===== src/rtl/axi_arb_pkg.sv =====
// axi_arb_pkg: shared FSM states, AXI burst/size encodings and default read IDs
package axi_arb_pkg;
  typedef enum logic {IDLE, ADDR} state_t;
  localparam logic [1:0] BURST_FIXED = 2'b00;
  localparam logic [1:0] BURST_INCR = 2'b01;
  localparam logic [1:0] BURST_WRAP = 2'b10;
  localparam logic [2:0] SIZE_1B = 3'd0;
  localparam logic [2:0] SIZE_2B = 3'd1;
  localparam logic [2:0] SIZE_4B = 3'd2;
  localparam logic [3:0] I_ID_DEF = 4'd0;
  localparam logic [3:0] D_ID_DEF = 4'd1;
endpackage


===== src/rtl/axi_rd_arbiter_if.sv =====
// axi_rd_arbiter_if: instruction/data read requesters plus AXI AR/R channels
interface axi_rd_arbiter_if;
  logic        i_rd_req, d_rd_req;
  logic [31:0] i_rd_addr, d_rd_addr;
  logic [7:0]  i_rd_len, d_rd_len;
  logic [2:0]  i_rd_size, d_rd_size;
  logic        i_rd_addr_ok, d_rd_addr_ok;
  logic        i_rd_valid, d_rd_valid;
  logic [31:0] i_rd_data, d_rd_data;
  logic        i_rd_last, d_rd_last;
  logic [3:0]  arid;
  logic [31:0] araddr;
  logic [7:0]  arlen;
  logic [2:0]  arsize;
  logic [1:0]  arburst, arlock;
  logic [3:0]  arcache;
  logic [2:0]  arprot;
  logic        arvalid, arready;
  logic [3:0]  rid;
  logic [31:0] rdata;
  logic [1:0]  rresp;
  logic        rlast, rvalid, rready;
  modport master (
    input  i_rd_req, d_rd_req, i_rd_addr, d_rd_addr, i_rd_len, d_rd_len, i_rd_size, d_rd_size,
    output i_rd_addr_ok, d_rd_addr_ok, i_rd_valid, d_rd_valid, i_rd_data, d_rd_data, i_rd_last, d_rd_last,
    output arid, araddr, arlen, arsize, arburst, arlock, arcache, arprot, arvalid,
    input  arready, rid, rdata, rresp, rlast, rvalid,
    output rready
  );
  modport slave (
    output i_rd_req, d_rd_req, i_rd_addr, d_rd_addr, i_rd_len, d_rd_len, i_rd_size, d_rd_size,
    input  i_rd_addr_ok, d_rd_addr_ok, i_rd_valid, d_rd_valid, i_rd_data, d_rd_data, i_rd_last, d_rd_last,
    input  arid, araddr, arlen, arsize, arburst, arlock, arcache, arprot, arvalid,
    output arready, rid, rdata, rresp, rlast, rvalid,
    input  rready
  );
endinterface


===== src/rtl/rr_arb2.sv =====
// rr_arb2: 2-way arbiter, bit0=I bit1=D; round-robin with AXI_RD_ARB_ROUND_ROBIN_EN, else D-first fixed priority
module rr_arb2 (
  input  logic       clk,
  input  logic       reset,
  input  logic [1:0] req,
  output logic [1:0] gnt
);
`ifdef AXI_RD_ARB_ROUND_ROBIN_EN
  logic ptr_q, ptr_d;
  // ptr_q holds the side granted last; 0 (I) after reset so D wins the first tie
  always_comb begin
    gnt = (&req) ? (ptr_q ? 2'b01 : 2'b10) : req;
    ptr_d = (|req) ? gnt[1] : ptr_q;
  end
  always_ff @(posedge clk) begin
    if (reset) ptr_q <= 1'b0;
    else ptr_q <= ptr_d;
  end
`else
  logic unused;
  assign unused = ^{clk, reset};
  assign gnt = req[1] ? 2'b10 : req;
`endif
endmodule


===== src/rtl/axi_rd_arbiter.sv =====
// axi_rd_arbiter: merges I/D read requesters onto one AXI read port, one outstanding burst per side
module axi_rd_arbiter
  import axi_arb_pkg::*;
#(
  parameter logic [3:0] I_ID = I_ID_DEF,
  parameter logic [3:0] D_ID = D_ID_DEF
) (
  input logic clk,
  input logic reset,
  axi_rd_arbiter_if.master bus
);
  state_t      state_q, state_d;
  logic        i_out_q, i_out_d, d_out_q, d_out_d;
  logic [3:0]  arid_q, arid_d;
  logic [31:0] araddr_q, araddr_d;
  logic [7:0]  arlen_q, arlen_d;
  logic [2:0]  arsize_q, arsize_d;
  logic [1:0]  req, gnt;
  logic        i_hit, d_hit, unused;
  // arbitration is suppressed during reset so no addr_ok can escape
  assign req = (state_q == IDLE && !reset) ?
               {bus.d_rd_req & ~d_out_q, bus.i_rd_req & ~i_out_q} : 2'b00;
  rr_arb2 u_arb (.clk(clk), .reset(reset), .req(req), .gnt(gnt));
  always_comb begin
    i_hit = bus.rvalid && bus.rid == I_ID && i_out_q;
    d_hit = bus.rvalid && bus.rid == D_ID && d_out_q;
    state_d = state_q;
    arid_d = arid_q;
    araddr_d = araddr_q;
    arlen_d = arlen_q;
    arsize_d = arsize_q;
    i_out_d = i_out_q & ~(i_hit & bus.rlast);
    d_out_d = d_out_q & ~(d_hit & bus.rlast);
    if (|gnt) begin
      state_d = ADDR;
      arid_d = gnt[1] ? D_ID : I_ID;
      araddr_d = gnt[1] ? bus.d_rd_addr : bus.i_rd_addr;
      arlen_d = gnt[1] ? bus.d_rd_len : bus.i_rd_len;
      arsize_d = gnt[1] ? bus.d_rd_size : bus.i_rd_size;
    end else if (state_q == ADDR && bus.arready) begin
      state_d = IDLE;
      i_out_d = i_out_d | (arid_q != D_ID);
      d_out_d = d_out_d | (arid_q == D_ID);
    end
  end
  always_ff @(posedge clk) begin
    if (reset) begin
      state_q <= IDLE;
      i_out_q <= 1'b0;
      d_out_q <= 1'b0;
      arid_q <= '0;
      araddr_q <= '0;
      arlen_q <= '0;
      arsize_q <= '0;
    end else begin
      state_q <= state_d;
      i_out_q <= i_out_d;
      d_out_q <= d_out_d;
      arid_q <= arid_d;
      araddr_q <= araddr_d;
      arlen_q <= arlen_d;
      arsize_q <= arsize_d;
    end
  end
  assign bus.i_rd_addr_ok = gnt[0];
  assign bus.d_rd_addr_ok = gnt[1];
  assign bus.arvalid = state_q == ADDR;
  assign bus.arid = arid_q;
  assign bus.araddr = araddr_q;
  assign bus.arlen = arlen_q;
  assign bus.arsize = arsize_q;
  assign bus.arburst = BURST_INCR;
  assign bus.arlock = 2'b00;
  assign bus.arcache = 4'b0000;
  assign bus.arprot = 3'b000;
  assign bus.rready = 1'b1;
  assign bus.i_rd_valid = i_hit;
  assign bus.i_rd_data = bus.rdata;
  assign bus.i_rd_last = i_hit & bus.rlast;
  assign bus.d_rd_valid = d_hit;
  assign bus.d_rd_data = bus.rdata;
  assign bus.d_rd_last = d_hit & bus.rlast;
  assign unused = ^bus.rresp;
endmodule


===== src/flat_wrapper.sv =====
// flat-port wrapper written by rule: the top's interface ports become plain ports
module axi_rd_arbiter_flat import axi_arb_pkg::*;
#(
  parameter logic [3:0] I_ID = I_ID_DEF,
  parameter logic [3:0] D_ID = D_ID_DEF
)
  (clk, reset, bus_i_rd_req, bus_d_rd_req, bus_i_rd_addr, bus_d_rd_addr, bus_i_rd_len, bus_d_rd_len, bus_i_rd_size, bus_d_rd_size, bus_i_rd_addr_ok, bus_d_rd_addr_ok, bus_i_rd_valid, bus_d_rd_valid, bus_i_rd_data, bus_d_rd_data, bus_i_rd_last, bus_d_rd_last, bus_arid, bus_araddr, bus_arlen, bus_arsize, bus_arburst, bus_arlock, bus_arcache, bus_arprot, bus_arvalid, bus_arready, bus_rid, bus_rdata, bus_rresp, bus_rlast, bus_rvalid, bus_rready);
  axi_rd_arbiter_if bus_i ();
  input logic clk;
  input logic reset;
  input wire logic [$bits(bus_i.i_rd_req)-1:0] bus_i_rd_req;
  input wire logic [$bits(bus_i.d_rd_req)-1:0] bus_d_rd_req;
  input wire logic [$bits(bus_i.i_rd_addr)-1:0] bus_i_rd_addr;
  input wire logic [$bits(bus_i.d_rd_addr)-1:0] bus_d_rd_addr;
  input wire logic [$bits(bus_i.i_rd_len)-1:0] bus_i_rd_len;
  input wire logic [$bits(bus_i.d_rd_len)-1:0] bus_d_rd_len;
  input wire logic [$bits(bus_i.i_rd_size)-1:0] bus_i_rd_size;
  input wire logic [$bits(bus_i.d_rd_size)-1:0] bus_d_rd_size;
  output wire logic [$bits(bus_i.i_rd_addr_ok)-1:0] bus_i_rd_addr_ok;
  output wire logic [$bits(bus_i.d_rd_addr_ok)-1:0] bus_d_rd_addr_ok;
  output wire logic [$bits(bus_i.i_rd_valid)-1:0] bus_i_rd_valid;
  output wire logic [$bits(bus_i.d_rd_valid)-1:0] bus_d_rd_valid;
  output wire logic [$bits(bus_i.i_rd_data)-1:0] bus_i_rd_data;
  output wire logic [$bits(bus_i.d_rd_data)-1:0] bus_d_rd_data;
  output wire logic [$bits(bus_i.i_rd_last)-1:0] bus_i_rd_last;
  output wire logic [$bits(bus_i.d_rd_last)-1:0] bus_d_rd_last;
  output wire logic [$bits(bus_i.arid)-1:0] bus_arid;
  output wire logic [$bits(bus_i.araddr)-1:0] bus_araddr;
  output wire logic [$bits(bus_i.arlen)-1:0] bus_arlen;
  output wire logic [$bits(bus_i.arsize)-1:0] bus_arsize;
  output wire logic [$bits(bus_i.arburst)-1:0] bus_arburst;
  output wire logic [$bits(bus_i.arlock)-1:0] bus_arlock;
  output wire logic [$bits(bus_i.arcache)-1:0] bus_arcache;
  output wire logic [$bits(bus_i.arprot)-1:0] bus_arprot;
  output wire logic [$bits(bus_i.arvalid)-1:0] bus_arvalid;
  input wire logic [$bits(bus_i.arready)-1:0] bus_arready;
  input wire logic [$bits(bus_i.rid)-1:0] bus_rid;
  input wire logic [$bits(bus_i.rdata)-1:0] bus_rdata;
  input wire logic [$bits(bus_i.rresp)-1:0] bus_rresp;
  input wire logic [$bits(bus_i.rlast)-1:0] bus_rlast;
  input wire logic [$bits(bus_i.rvalid)-1:0] bus_rvalid;
  output wire logic [$bits(bus_i.rready)-1:0] bus_rready;
  assign bus_i.i_rd_req = bus_i_rd_req;
  assign bus_i.d_rd_req = bus_d_rd_req;
  assign bus_i.i_rd_addr = bus_i_rd_addr;
  assign bus_i.d_rd_addr = bus_d_rd_addr;
  assign bus_i.i_rd_len = bus_i_rd_len;
  assign bus_i.d_rd_len = bus_d_rd_len;
  assign bus_i.i_rd_size = bus_i_rd_size;
  assign bus_i.d_rd_size = bus_d_rd_size;
  assign bus_i_rd_addr_ok = bus_i.i_rd_addr_ok;
  assign bus_d_rd_addr_ok = bus_i.d_rd_addr_ok;
  assign bus_i_rd_valid = bus_i.i_rd_valid;
  assign bus_d_rd_valid = bus_i.d_rd_valid;
  assign bus_i_rd_data = bus_i.i_rd_data;
  assign bus_d_rd_data = bus_i.d_rd_data;
  assign bus_i_rd_last = bus_i.i_rd_last;
  assign bus_d_rd_last = bus_i.d_rd_last;
  assign bus_arid = bus_i.arid;
  assign bus_araddr = bus_i.araddr;
  assign bus_arlen = bus_i.arlen;
  assign bus_arsize = bus_i.arsize;
  assign bus_arburst = bus_i.arburst;
  assign bus_arlock = bus_i.arlock;
  assign bus_arcache = bus_i.arcache;
  assign bus_arprot = bus_i.arprot;
  assign bus_arvalid = bus_i.arvalid;
  assign bus_i.arready = bus_arready;
  assign bus_i.rid = bus_rid;
  assign bus_i.rdata = bus_rdata;
  assign bus_i.rresp = bus_rresp;
  assign bus_i.rlast = bus_rlast;
  assign bus_i.rvalid = bus_rvalid;
  assign bus_rready = bus_i.rready;
  axi_rd_arbiter #(.I_ID(I_ID), .D_ID(D_ID)) u_core (.clk(clk), .reset(reset), .bus(bus_i));
endmodule

===== config.mk =====
export PLATFORM = sky130hd
export DESIGN_NAME = axi_rd_arbiter_flat
export DESIGN_NICKNAME = d
export VERILOG_FILES = /design/src/rtl/axi_arb_pkg.sv /design/src/rtl/axi_rd_arbiter_if.sv /design/src/rtl/rr_arb2.sv /design/src/rtl/axi_rd_arbiter.sv /design/src/flat_wrapper.sv
export SDC_FILE = /design/constraint.sdc
export NUM_CORES = 1
export LEC_CHECK = 0
export BUFFER_PORTS_ARGS = -buffer_cell sky130_fd_sc_hd__buf_2
export CAP_MARGIN = 20
export CORE_ASPECT_RATIO = 0.5
export CORE_MARGIN = 10
export CORE_UTILIZATION = 35
export CTS_BUF_LIST = sky130_fd_sc_hd__clkbuf_8
export DETAILED_ROUTE_END_ITERATION = 7
export PLACE_DENSITY_LB_ADDON = 0.15
export SLEW_MARGIN = 40
export SYNTH_ARGS = -nofsm -noshare
export SYNTH_HDL_FRONTEND = slang
export SYNTH_SLANG_ARGS = --single-unit

===== constraint.sdc =====
create_clock -name clk -period 2 [get_ports clk]
set_clock_uncertainty 0.1 [all_clocks]
set_input_delay 0.1 -clock clk [delete_from_list [all_inputs] [get_ports clk]]
set_output_delay 0.1 -clock clk [all_outputs]
set_load 0.1 [all_outputs]

# Word level (Yosys, flattened, before mapping)
# Cells that the tools add are included.
# op_classes
eq_ne	3
n_mux	12
n_bitwise	13
n_reduce_logical	10
# op_table
cell	n
2-to-1 mux 32 bit	1
== test 4 x 1 -> 1 bit (second input constant)	2
2-to-1 mux 8 bit	1
2-to-1 mux 1 bit	7
bitwise AND 1 bit	6
logical AND 1 bit	6
inverter 1 bit	5
zero test 4 bit	1
2-to-1 mux 2 bit	2
!= test 4 x 1 -> 1 bit (second input constant)	1
2-to-1 mux 3 bit	1
OR 1 bit	2
nonzero test 2 bit	1
OR reduction 2 bit	1
zero test 1 bit	1
# totals
regBits	50
in_bits	131
output_inout_bits	130

# Logic depth before layout (Yosys ltp)
# Gate-level depths: netlist of the first run.
# logic_depth
ltp_word	9
ltp_mapped	7
mapped_depth_nobuf	4

# Hierarchy
# From an unflattened synthesis of the first run, not the netlist that was laid out.
# unflattened
hier_cells	295
area_unflattened_um2	2849.0
# modules_own_cells
module	instances	cells_per_inst	area_each_um2	seq_area_each_um2
axi_rd_arbiter	1	293	2827.7	940.9
rr_arb2	1	2	21.3	0.0

# Worst setup path after synthesis of the first run
# Ideal clock, no wire load.
# synth_path
path_type	register -> register
from	register u_core.state_q (netlist: u_core.bus.arvalid)
to	register u_core.araddr_q[4] (netlist: u_core.bus.araddr[4])
setup_time_ns	0.080
arrival_ns	4.257
required_time_ns	1.820
path_slack_ns	-2.438
path_stages_with_launch	4
path_buffers	0
cell_sequence	dfxtp_1 -> nor4_1 -> a22oi_1 -> a21oi_1
# synth_via
elab_chain_len	5
# synth_rtl
item	line_no	text
start, declared	axi_rd_arbiter.sv:12	state_t state_q, state_d;
start signal, assigned	axi_rd_arbiter.sv:56	state_q <= state_d;
inverter 1 bit	axi_rd_arbiter.sv:21	assign req = (state_q == IDLE && !reset) ?
logical AND 1 bit	axi_rd_arbiter.sv:21	
2-to-1 mux 2 bit	axi_rd_arbiter.sv:21	
2-to-1 mux 2 bit	rr_arb2.sv:22	assign gnt = req[1] ? 2'b10 : req;
named net bus_i_rd_addr_ok	flat_wrapper.sv:19	output wire logic [$bits(bus_i.i_rd_addr_ok)-1:0] bus_i_rd_addr_ok;
OR reduction 2 bit	axi_rd_arbiter.sv:34	if (|gnt) begin
end signal, assigned	axi_rd_arbiter.sv:60	araddr_q <= araddr_d;
end, declared	axi_rd_arbiter.sv:15	logic [31:0] araddr_q, araddr_d;
# The timed path passes the listed nets, and every way through them passes these cells.
# A chain may end at the register's enable or synchronous reset.

# Worst setup path in the final report of the first run
# layout_path
from	input reset
to	output bus_d_rd_addr_ok
# layout_via
elab_chain_len	4
# layout_rtl
item	line_no	text
start, declared	flat_wrapper.sv:10	input logic reset;
zero test 1 bit	axi_rd_arbiter.sv:21	
logical AND 1 bit	axi_rd_arbiter.sv:21	
2-to-1 mux 2 bit	axi_rd_arbiter.sv:21	
2-to-1 mux 2 bit	rr_arb2.sv:22	
end, declared	flat_wrapper.sv:20	output wire logic [$bits(bus_i.d_rd_addr_ok)-1:0] bus_d_rd_addr_ok;
# No other way between the ends.

==> results of run 1 <==
worst max-delay path, cell delays in order:
cell	delay (ns)
dlygate4sd3_1	0.54
buf_2	0.19
buf_4	0.21
nor3_4	0.18
buf_2	0.45
what timing repair did:
| action | CTS | global route |
|---|---|---|
| hold endpoints to repair | 43 | 1 |
| endpoints found under the setup margin | 0 | 0 |
| hold buffers | 84 | 1 |
power by group:
| part | total (mW) | internal (mW) | leakage [nW] | switching [mW] |
|---|---|---|---|---|
| Clock | 0.574 | 0.240 | 0.0453 | 0.334 |
| Sequential | 1.06 | 1.02 | 0.389 | 0.0437 |
| Combinational | 1.44 | 0.377 | 1.49 | 1.06 |
path summary, 6_finish.rpt:
path | to | cells after the start | startpoint
max | bus_d_rd_addr_ok | 5 | reset
max reg2reg | u_core.bus.araddr[6] | 5 | u_core.i_out_q
min reg2reg | u_core.i_out_q | 2 | u_core.i_out_q
min | u_core.bus.araddr[1] | 3 | bus_i_rd_addr[1]
layer usage:
metal	up-vias	part of all wire, %	track usage [%]
met5	-	0	0
met4	0	1.5	3.95
met3	14	10	8.32
met2	140	54	29.9
met1	1260	35	14.9
li1	1376	-	-
placed cells by master, fill, tap and decap left out, types with 2 or more instances in the layout:
master,n
clkbuf_8,5
nand2b_1,2
a21oi_1,2
buf_2,145
dfxtp_1,46
nor2_1,43
clkinvlp_4,2
buf_12,5
conb_1,15
dlygate4sd3_1,85
nand2_1,87
a311oi_2,41
buf_4,3
inv_1,4
registers in the layout, indices dropped and copies added (netlist names):
signal,count
u_core.bus.araddr,32
u_core.bus.arlen,8
u_core.bus.arsize,3
u_core.bus.arid,1
u_core.bus.arvalid,1
u_core.d_out_q,1
u_core.i_out_q,1
area by class of cell:
cell class,instances,area [µm²]
fillers,770,3880
repair buffers,238,1700
multi-input cells,206,1370
flip-flops and latches,47,942
well taps,112,140
clock buffers,5,68.8
inverters,4,18.8
clock inverters,3,16.3
per-stage QoR:
stage | area, µm² | utilization, % | std cells | worst slack [ns] | total power [mW]
6_report | 4260 | 52.3 | 615 | 0.128 | 3.08
5_1_grt | 4260 | 52.3 | 615 | 0.0383 | 3.24
4_1_cts | 4250 | 52.2 | 614 | 0.122 | 3.10
3_5_place_dp | 3320 | 40.8 | 522 | 0.182 | 2.40
3_3_place_gp | 3320 | 40.8 | 522 | 0.214 | 2.39
2_1_floorplan | 3090 | - | 360 | -0.347 | 2.79
kinds of logic after synthesis:
| logic type | after synthesis | share of synthesized area [%] |
|---|---|---|
| simple gates | 142 | 19.2 |
| other cells | 2 | 0.252 |
| compound gates | 49 | 23.0 |
| buf+inv | 107 | 26.0 |
| flops | 47 | 31.5 |
==> summary.md, run 1 <==
| Metric | Value |
|---|---|
| Die ar. | 12800 µm² |
| Total GRT Usage | 15.9% |
| Flop-to-flop setup slack | 0.15 ns |
| Top Ports | 261 |
| ANT nets after route | 0 |
| Arr. time, crit path | 1.67 ns |
| Max transition margin | 60.3% |
| Synth Flop Type | dfxtp_1 |
| Largest net degree at the start of global routing | 69 |
| GRT overflow | 0 |
| Number of H-tree levels | 2 |
| Synthesized area | 2980 µm² |
| Synth warnings | 0 |
| Routability cong. | 0.762 |
| Post-CTS Setup Inserts | 0 |
| Clk Latency, worst-skew pair | 0.30 ns |
| Most frequent cell after synthesis | nand2_1 |
| Number of antenna violations at the first check in global routing | 0 |
| CP Class | in2out |
| Antenna Cells | 0 |
| DPL Wire Length | 7.69 mm |
| Avg Vias per Cell | 4.54 |
| Final-report hold violation count | 1 |
| Max VDD drop | 0.000304 V |
| Starting DRT DRC Count | 134 |
| Slew Limit Fails | 0 |
| Cell Rows | 23 |
| Status | finished with violations |
| Lkg Pwr | 1.93 nW |
| Most frequent cells after synthesis | nand2_1, buf_4, dfxtp_1 |
| Synth Instances | 347 |
| Synthesized area per cell | 8.60 µm² |
| RSZ-0062 raised after global routing | false |
| Vias | 2790 |
| Crit. End Element | output port |
| Crit path required time | 1.80 ns |
| Clk buf depth | 2 |
| Synth top area cells | dfxtp_1, a311oi_2, buf_4, nand2_1, nor2_1 |
| Post-synthesis sequential area ratio | 31.5% |
| Yosys cell types | 28 |
| Yosys top cell by area | dfxtp_1 |
| Area growth syn-to-layout | 42.8% |
| Async SR Flop Fraction | 0% |
| Starting Density | 36.6% |
| Setup_tns | 0 ns |
| Fmax | 534 MHz |
| Maximum capacitance violations | 0 |
| Worst min path class | in2reg |
| Num CTS Buffers | 5 |
| Drt pass-1 iters | 4 |
| Number of global-route vias before repair | 2972 |
| Yosys reg bits | 47 |
| Post-layout min period | 1.87 ns |
| CORE AREA | 8140 µm² |
| Die width | 151 µm |
| Layout cells sized above 1 | 42.1% |
| First-pass GRT wire length | 16.5 mm |
| CTS root buffer | clkbuf_8 |
| Clock slew at reported path FFs | 0.09 ns |
| Layout Nets | 633 |
| Startpoint Class | input pin |
| Worst-Margin Slew | 0.595 ns |
| Clock sinks | 47 |
| Final Cycle Share | 93.6% |
| CTS tree | yes |
| DR WL/cell | 17.7 µm |
| Drt total wl | 10.9 mm |
| Number of gates resized after cts | 0 |
| Die Span Y | 85.3 µm |
| Failing checks | hold timing |
| Final setup viols | 0 |
| Port bufs | 147 |
| Post-synth EDFFs | 0 |
| DRC Markers | 0 |
| Yosys top cell area share | 31.5% |
| Worst hold slack | -0.00127 ns |
| Critical path fanouts, max | 9 |
| Pwr dens | 723 nW/µm² |
Power figures use the tool's default switching activity.
==> run 2: changes to the inputs <==
- CORE_ASPECT_RATIO: 0.5 -> 1.25
- clock period: 2 -> 2.07 ns (I/O delays scaled with it)
==> summary.md, run 2 (synthesis results as in run 1) <==
| Metric | Value |
|---|---|
| CORE AREA | 8290 µm² (+1.8%) |
| Layout Utilization | 51.7% (-0.55 points) |
| Status | completed |
| Total GRT Usage | 15.7% (-0.19 points) |
| DRC Markers | 0 (unchanged) |
| Clock Power Share | 22.2% (+3.5 points) |
| Num CTS Buffers | 5 (unchanged) |
| Final setup viols | 0 (unchanged) |
| RSZ-0062 raised after global routing | false |
| Layout Nets | 636 (+0.47%) |
| Largest net degree at the start of global routing | 33 (-52%) |
| First-pass GRT wire length | 15.8 mm (-4.3%) |
| Commonest non-fill, non-tap cell in the layout | buf_2 |
| Setup_tns | 0 ns (unchanged) |
| Post-layout min period | 1.83 ns |
| Final Cycle Share | 88.6% |
| Worst min path class | in2reg |
| Clock slew at reported path FFs | 0.09 ns (about the same) |
| Internal | 1.72 mW (+5.2%) |
| Die Span Y | 123 µm (+44%) |
| Number of fill cells | 745 (-3.2%) |
| Pwr dens | 729 nW/µm² (+0.95%) |
| Starting DRT DRC Count | 103 (-23%) |
| Crit. End Element | flip-flop |
| Drt total wl | 10.2 mm (-6.2%) |
| Fmax | 545 MHz |
| Crit path required time | 2.20 ns (+0.40 ns) |
| Net Switching | 1.41 mW (-2.4%) |
| FF+latch area | 942 µm² (unchanged) |
| Clk Latency, worst-skew pair | 0.30 ns (about the same) |
| ANT nets after route | 0 (unchanged) |
| Die ar. | 12600 µm² (-1.6%) |
| Sequential share of power | 32.9% (-1.7 points) |
| DR WL/cell | 16.9 µm (-4.5%) |
| Die width | 103 µm (-32%) |
| Maximum capacitance violations | 0 (unchanged) |
| Number of antenna violations at the first check in global routing | 0 (unchanged) |
| CP Class | reg2reg |
| Clock sinks | 47 (unchanged) |
| Routability cong. | 0.721 (-5.3%) |
| Number of H-tree levels | 2 (unchanged) |
| Starting Density | 36.0% (-0.63 points) |
| Startpoint Class | flip-flop |
| Area growth syn-to-layout | 43.7% |
| Worst-Margin Slew | 0.558 ns (-0.0369 ns) |
| Avg Vias per Cell | 4.71 (+3.9%) |
| Layout cells sized above 1 | 42.9% (+0.74 points) |
| Multi-input logic area | 1370 µm² (unchanged) |
| Sw frac | 44.9% (-1.8 points) |
| Vias | 2847 (+2.0%) |
| Critical path fanouts, max | 31 (+22) |
| Number of global-route vias before repair | 3018 (+1.5%) |
| CTS root buffer | clkbuf_8 |
| Max FFs per register | 32 (unchanged) |
| Drt pass-1 iters | 4 (unchanged) |
| Number of gates resized after cts | 0 (unchanged) |
| Logic pwr share | 45.0% (-1.8 points) |
| CTS tree | yes |
| DPL Wire Length | 7.28 mm (-5.3%) |
| Final-report hold violation count | 0 (-1) |
| Slew Limit Fails | 0 (unchanged) |
| Cell Rows | 37 (+61%) |
| Clk buf depth | 2 (unchanged) |
| Max transition margin | 62.8% (+2.5 points) |
| GRT overflow | 0 (unchanged) |
| Arr. time, crit path | 1.96 ns (+0.29 ns) |
| Max VDD drop | 0.000386 V (+27%) |
| Top Ports | 261 (unchanged) |
| Lkg Pwr | 1.96 nW (+1.5%) |
| Port bufs | 147 (unchanged) |
| Most frequent cells in the layout | buf_2, nand2_1, dlygate4sd3_1 |
run 2: cell count changes in the layout (fill, tap and decap cells not counted):
cell	previous run	this run
bufinv_16	0	1
clkinvlp_4	2	1
clkinv_4	0	1
inv_1	4	3
dlygate4sd3_1	85	84
buf_2	145	146
buf_4	3	6
diode_2	0	1
run 2: final timing paths:
path | from | end | slack, ns | depth (start not counted)
worst min-delay path | bus_arready | u_core.bus.arvalid | 0.01 | 4
worst min register to register | u_core.bus.araddr[4] | u_core.bus.araddr[4] | 0.38 | 2
worst max register to register | u_core.i_out_q | u_core.bus.arlen[4] | 0.24 | 6
worst max-delay path | u_core.i_out_q | u_core.bus.arlen[4] | 0.24 | 6
run 2: worst max-delay path, stage by stage (launching register included):
cell and delay, ns:
dfxtp_1 0.33, nand2b_1 0.23, a211oi_4 0.32, buf_12 0.25, buf_12 0.20, nor2_1 0.07
a311oi_2 0.23
run 2: metal layers:
metal | up-vias | routed length, µm | GRT usage (%)
li1 | 1384 | - | -
met1 | 1294 | 3750 | 15.9
met2 | 134 | 4970 | 27.0
met3 | 35 | 1130 | 7.14
met4 | 0 | 343 | 6.89
met5 | - | 0 | 0
run 2: layout make-up:
cell class / count / share of cell area (%)
antenna: 1 / 0.0584
sequential: 47 / 22.0
tap: 97 / 2.83
inverter: 4 / 0.438
multi-input combinational: 206 / 32.0
clock inverter: 3 / 1.02
clock buffer: 5 / 1.60
timing repair buffer: 241 / 40.0
run 2: metrics by stage:
stage                     hold slack [ns]  worst slack, ns  power (mW)  cell area, µm²  cells
after floorplan                     0.162           -0.280        2.70            3090    360
after global placement              0.108            0.272        2.32            3330    511
after detailed placement            0.108            0.254        2.33            3330    511
after CTS                         0.00542            0.231        3.17            4290    603
after global routing               0.0343            0.110        3.28            4290    603
final                              0.0108            0.237        3.13            4290    604
run 2: what timing repair did:
action / CTS / global route
setup endpoints to repair: 0 / 0
buffers inserted: 0 / 0
hold buffers: 84 / 0
hold endpoints to repair: 42 / 0
run 2: power by group through the flow:
stage | logic (mW) | registers [mW] | clock network, mW
final | 1.41 | 1.03 | 0.694
after global routing | 1.48 | 1.04 | 0.759
after CTS | 1.41 | 1.03 | 0.728
after detailed placement | 1.28 | 1.05 | 0
after global placement | 1.28 | 1.05 | 0
after floorplan | 1.08 | 1.62 | 0
==> run 3: changes to the inputs <==
- SYNTH_HIERARCHICAL: not set -> 1
==> summary.md, run 3 <==
| Metric | Value |
|---|---|
| Num CTS Buffers | 5 (unchanged) |
| Number of global-route vias before repair | 2608 (-14%) |
| ANT nets after route | 0 (unchanged) |
| Post-synth EDFFs | 0 (unchanged) |
| FF-to-FF Start | u_core/bus.arvalid |
| CORE AREA | 7880 µm² (-4.9%) |
| Die ar. | 12200 µm² (-3.7%) |
| RSZ-0062 raised after global routing | false |
| Total GRT Usage | 13.1% (-2.6 points) |
| Final Cycle Share | 90.0% (+1.5 points) |
| Avg Vias per Cell | 4.48 (-5.0%) |
| Crit. End Element | output port |
| Max FFs per register | 32 (unchanged) |
| Post-CTS Setup Inserts | 0 (unchanged) |
| Status | completed |
| Largest net degree at the start of global routing | 49 (+48%) |
| Yosys cell types | 20 (-29%) |
| Internal | 1.63 mW (-5.5%) |
| CTS root buffer | clkbuf_8 |
| Commonest non-fill, non-tap cell in the layout | buf_2 |
| Drt total wl | 8.18 mm (-20%) |
| Most frequent cells in the layout | buf_2, dfxtp_1, nor2_1 |
| Cell Rows | 36 (-2.7%) |
| Antenna Cells | 0 (-1) |
| Maximum capacitance violations | 0 (unchanged) |
| First-pass GRT wire length | 13.1 mm (-17%) |
| Worst hold slack | 0.0689 ns (+0.0580 ns) |
| Hold Startpoint | bus_i_rd_addr[26] |
| Number of antenna violations at the first check in global routing | 0 (unchanged) |
| Area growth syn-to-layout | 32.8% |
| Number of H-tree levels | 2 (unchanged) |
| Most frequent cells after synthesis | buf_4, dfxtp_1, nor2_1 |
| Critical path fanouts, max | 46 (+48%) |
| Synthesized area | 2850 µm² (-4.5%) |
| Sequential share of power | 35.9% (+3.0 points) |
| Inst Count DP | 459 (-10%) |
| Logic pwr share | 43.1% (-1.9 points) |
| Net Switching | 1.18 mW (-16%) |
| Clk buf depth | 2 (unchanged) |
| Cell Area, Placed | 3240 µm² (-2.7%) |
| Final-report hold violation count | 0 (unchanged) |
| CP startpoint | u_core/bus.arvalid |
| Startpoint Class | flip-flop |
| Most frequent cell after synthesis | buf_4 |
| Post-layout min period | 1.86 ns (+0.0305 ns) |
| GRT overflow | 0 (unchanged) |
| Fmax | 537 MHz (-1.6%) |
| Clk Latency, worst-skew pair | 0.29 ns (about the same) |
| Synth Instances | 295 (-15%) |
| Die Span Y | 121 µm (-1.9%) |
| Die width | 101 µm (-1.8%) |
| Clock slew at reported path FFs | 0.08 ns (about the same) |
| Layout cells sized above 1 | 50.5% (+7.6 points) |
| Post-synthesis sequential area ratio | 33.0% (+1.5 points) |
| Yosys top cell area share | 33.0% (+1.5 points) |
| Post-Layout Cell Count | 511 (-15%) |
| Slew Limit Fails | 0 (unchanged) |
| Final worst slack | 0.206 ns (-0.0305 ns) |
| Max transition margin | 65.3% (+2.5 points) |
| Setup WS pre-CTS | 0.224 ns (-0.0301 ns) |
| Clock sinks | 47 (unchanged) |
| Vias | 2289 (-20%) |
| Yosys top cell by area | dfxtp_1 |
| Final setup viols | 0 (unchanged) |
| Starting DRT DRC Count | 41 (-60%) |
| Worst min path class | in2reg |
| Yosys reg bits | 47 (unchanged) |
| Synth top area cells | dfxtp_1, buf_4, mux2_2, mux2i_1, nor2_1 |
| DR WL/cell | 16.0 µm (-5.1%) |
| Design Area, Final | 3780 µm² (-12%) |
| DRC Markers | 0 (unchanged) |
| Routability cong. | 0.680 (-5.8%) |
| CP Class | reg2out |
| Power Total | 2.81 mW (-10%) |
| Synthesized area per cell | 9.66 µm² (+12%) |
| Number of gates resized after cts | 0 (unchanged) |
| Synth Flop Type | dfxtp_1 |
| Crit path required time | 1.87 ns (-0.33 ns) |
| DPL Wire Length | 6.19 mm (-15%) |
| Layout Nets | 546 (-14%) |
| Clock Power Share | 21.0% (-1.2 points) |
| Synth warnings | 6 (+6) |
| Drt pass-1 iters | 4 (unchanged) |
| Max VDD drop | 0.000301 V (-22%) |
| CTS tree | yes |
| Arr. time, crit path | 1.66 ns (-0.30 ns) |
| Sw frac | 42.0% (-2.9 points) |
| Pwr dens | 743 nW/µm² (+1.8%) |
| Lkg Pwr | 1.83 nW (-6.3%) |
| Async SR Flop Fraction | 0% (unchanged) |
| Worst-Margin Slew | 0.520 ns (-0.0382 ns) |
| Top Ports | 261 (unchanged) |
| Port bufs | 147 (unchanged) |
| Starting Density | 36.1% (+0.15 points) |
==> run 3: changes by cell type after synthesis, sizes merged, moves of 2 or more <==
cell / before / now
and2: 2 / 0
nor4b: 0 / 3
nand2: 87 / 1
clkbuf: 11 / 5
o32ai: 0 / 2
buf: 92 / 90
nor2: 44 / 47
nand2b: 3 / 1
mux2: 0 / 43
mux2i: 0 / 43
a311oi: 42 / 0
==> run 3: per-layer routing <==
layer  vias to the layer above  track usage (%)  routed length, µm
met5                         -                0                  0
met2                       113             23.3               4180
met4                         0             6.11                281
met1                      1019             12.9               2850
met3                        31             5.07                868
li1                       1126                -                  -
==> run 3: area by class of cell <==
| class | instances | area, µm² |
|---|---|---|
| clock buffers | 7 | 96.3 |
| clock inverters | 1 | 3.75 |
| fillers | 776 | 4100 |
| inverters | 4 | 15.0 |
| multi-input cells | 162 | 1320 |
| flip-flops and latches | 47 | 945 |
| well taps | 95 | 119 |
| repair buffers | 195 | 1290 |
==> run 3: cells by family after synthesis <==
family,after synthesis,synth area share (%)
muxes,86,32.1
AOI/OAI and AO/OA,4,0.966
other,2,0.264
DFF,47,33.0
and+or+nand+nor,57,9.62
buffers and inverters,99,24.0
==> run 3: worst max-delay path: stages, from the launching register on <==
cell and delay (ns):
dfxtp_4 0.37, nor4b_4 0.40, buf_12 0.37, buf_12 0.22
==> run 3: final timing paths <==
check	to	slack, ns	cells past startpoint
setup / recovery	bus_d_rd_addr_ok	0.21	3
hold / removal	u_core/bus.araddr[26]	0.07	4
setup reg to reg	u_core/bus.araddr[29]	0.24	6
hold reg to reg	u_core/i_out_q	0.40	1
==> run 3: repair_timing <==
action,CTS,global route
endpoints found under the setup margin,0,0
endpoints found under the hold margin,44,0
hold buffers,44,0
==> run 3: power groups by stage <==
stage,logic [mW],registers [mW],clock network (mW)
2_1_floorplan,1.03,1.53,0
3_3_place_gp,1.15,1.03,0
3_5_place_dp,1.16,1.03,0
4_1_cts,1.22,1.01,0.631
5_1_grt,1.28,1.02,0.671
6_report,1.21,1.01,0.590
==> run 3: metrics by stage <==
step	utilization (%)	setup TNS, ns
floorplan	-	-14.28
global placement	41.1	0
detailed placement	41.1	0
CTS	48.0	0
global route	48.0	0
finish	48.0	0
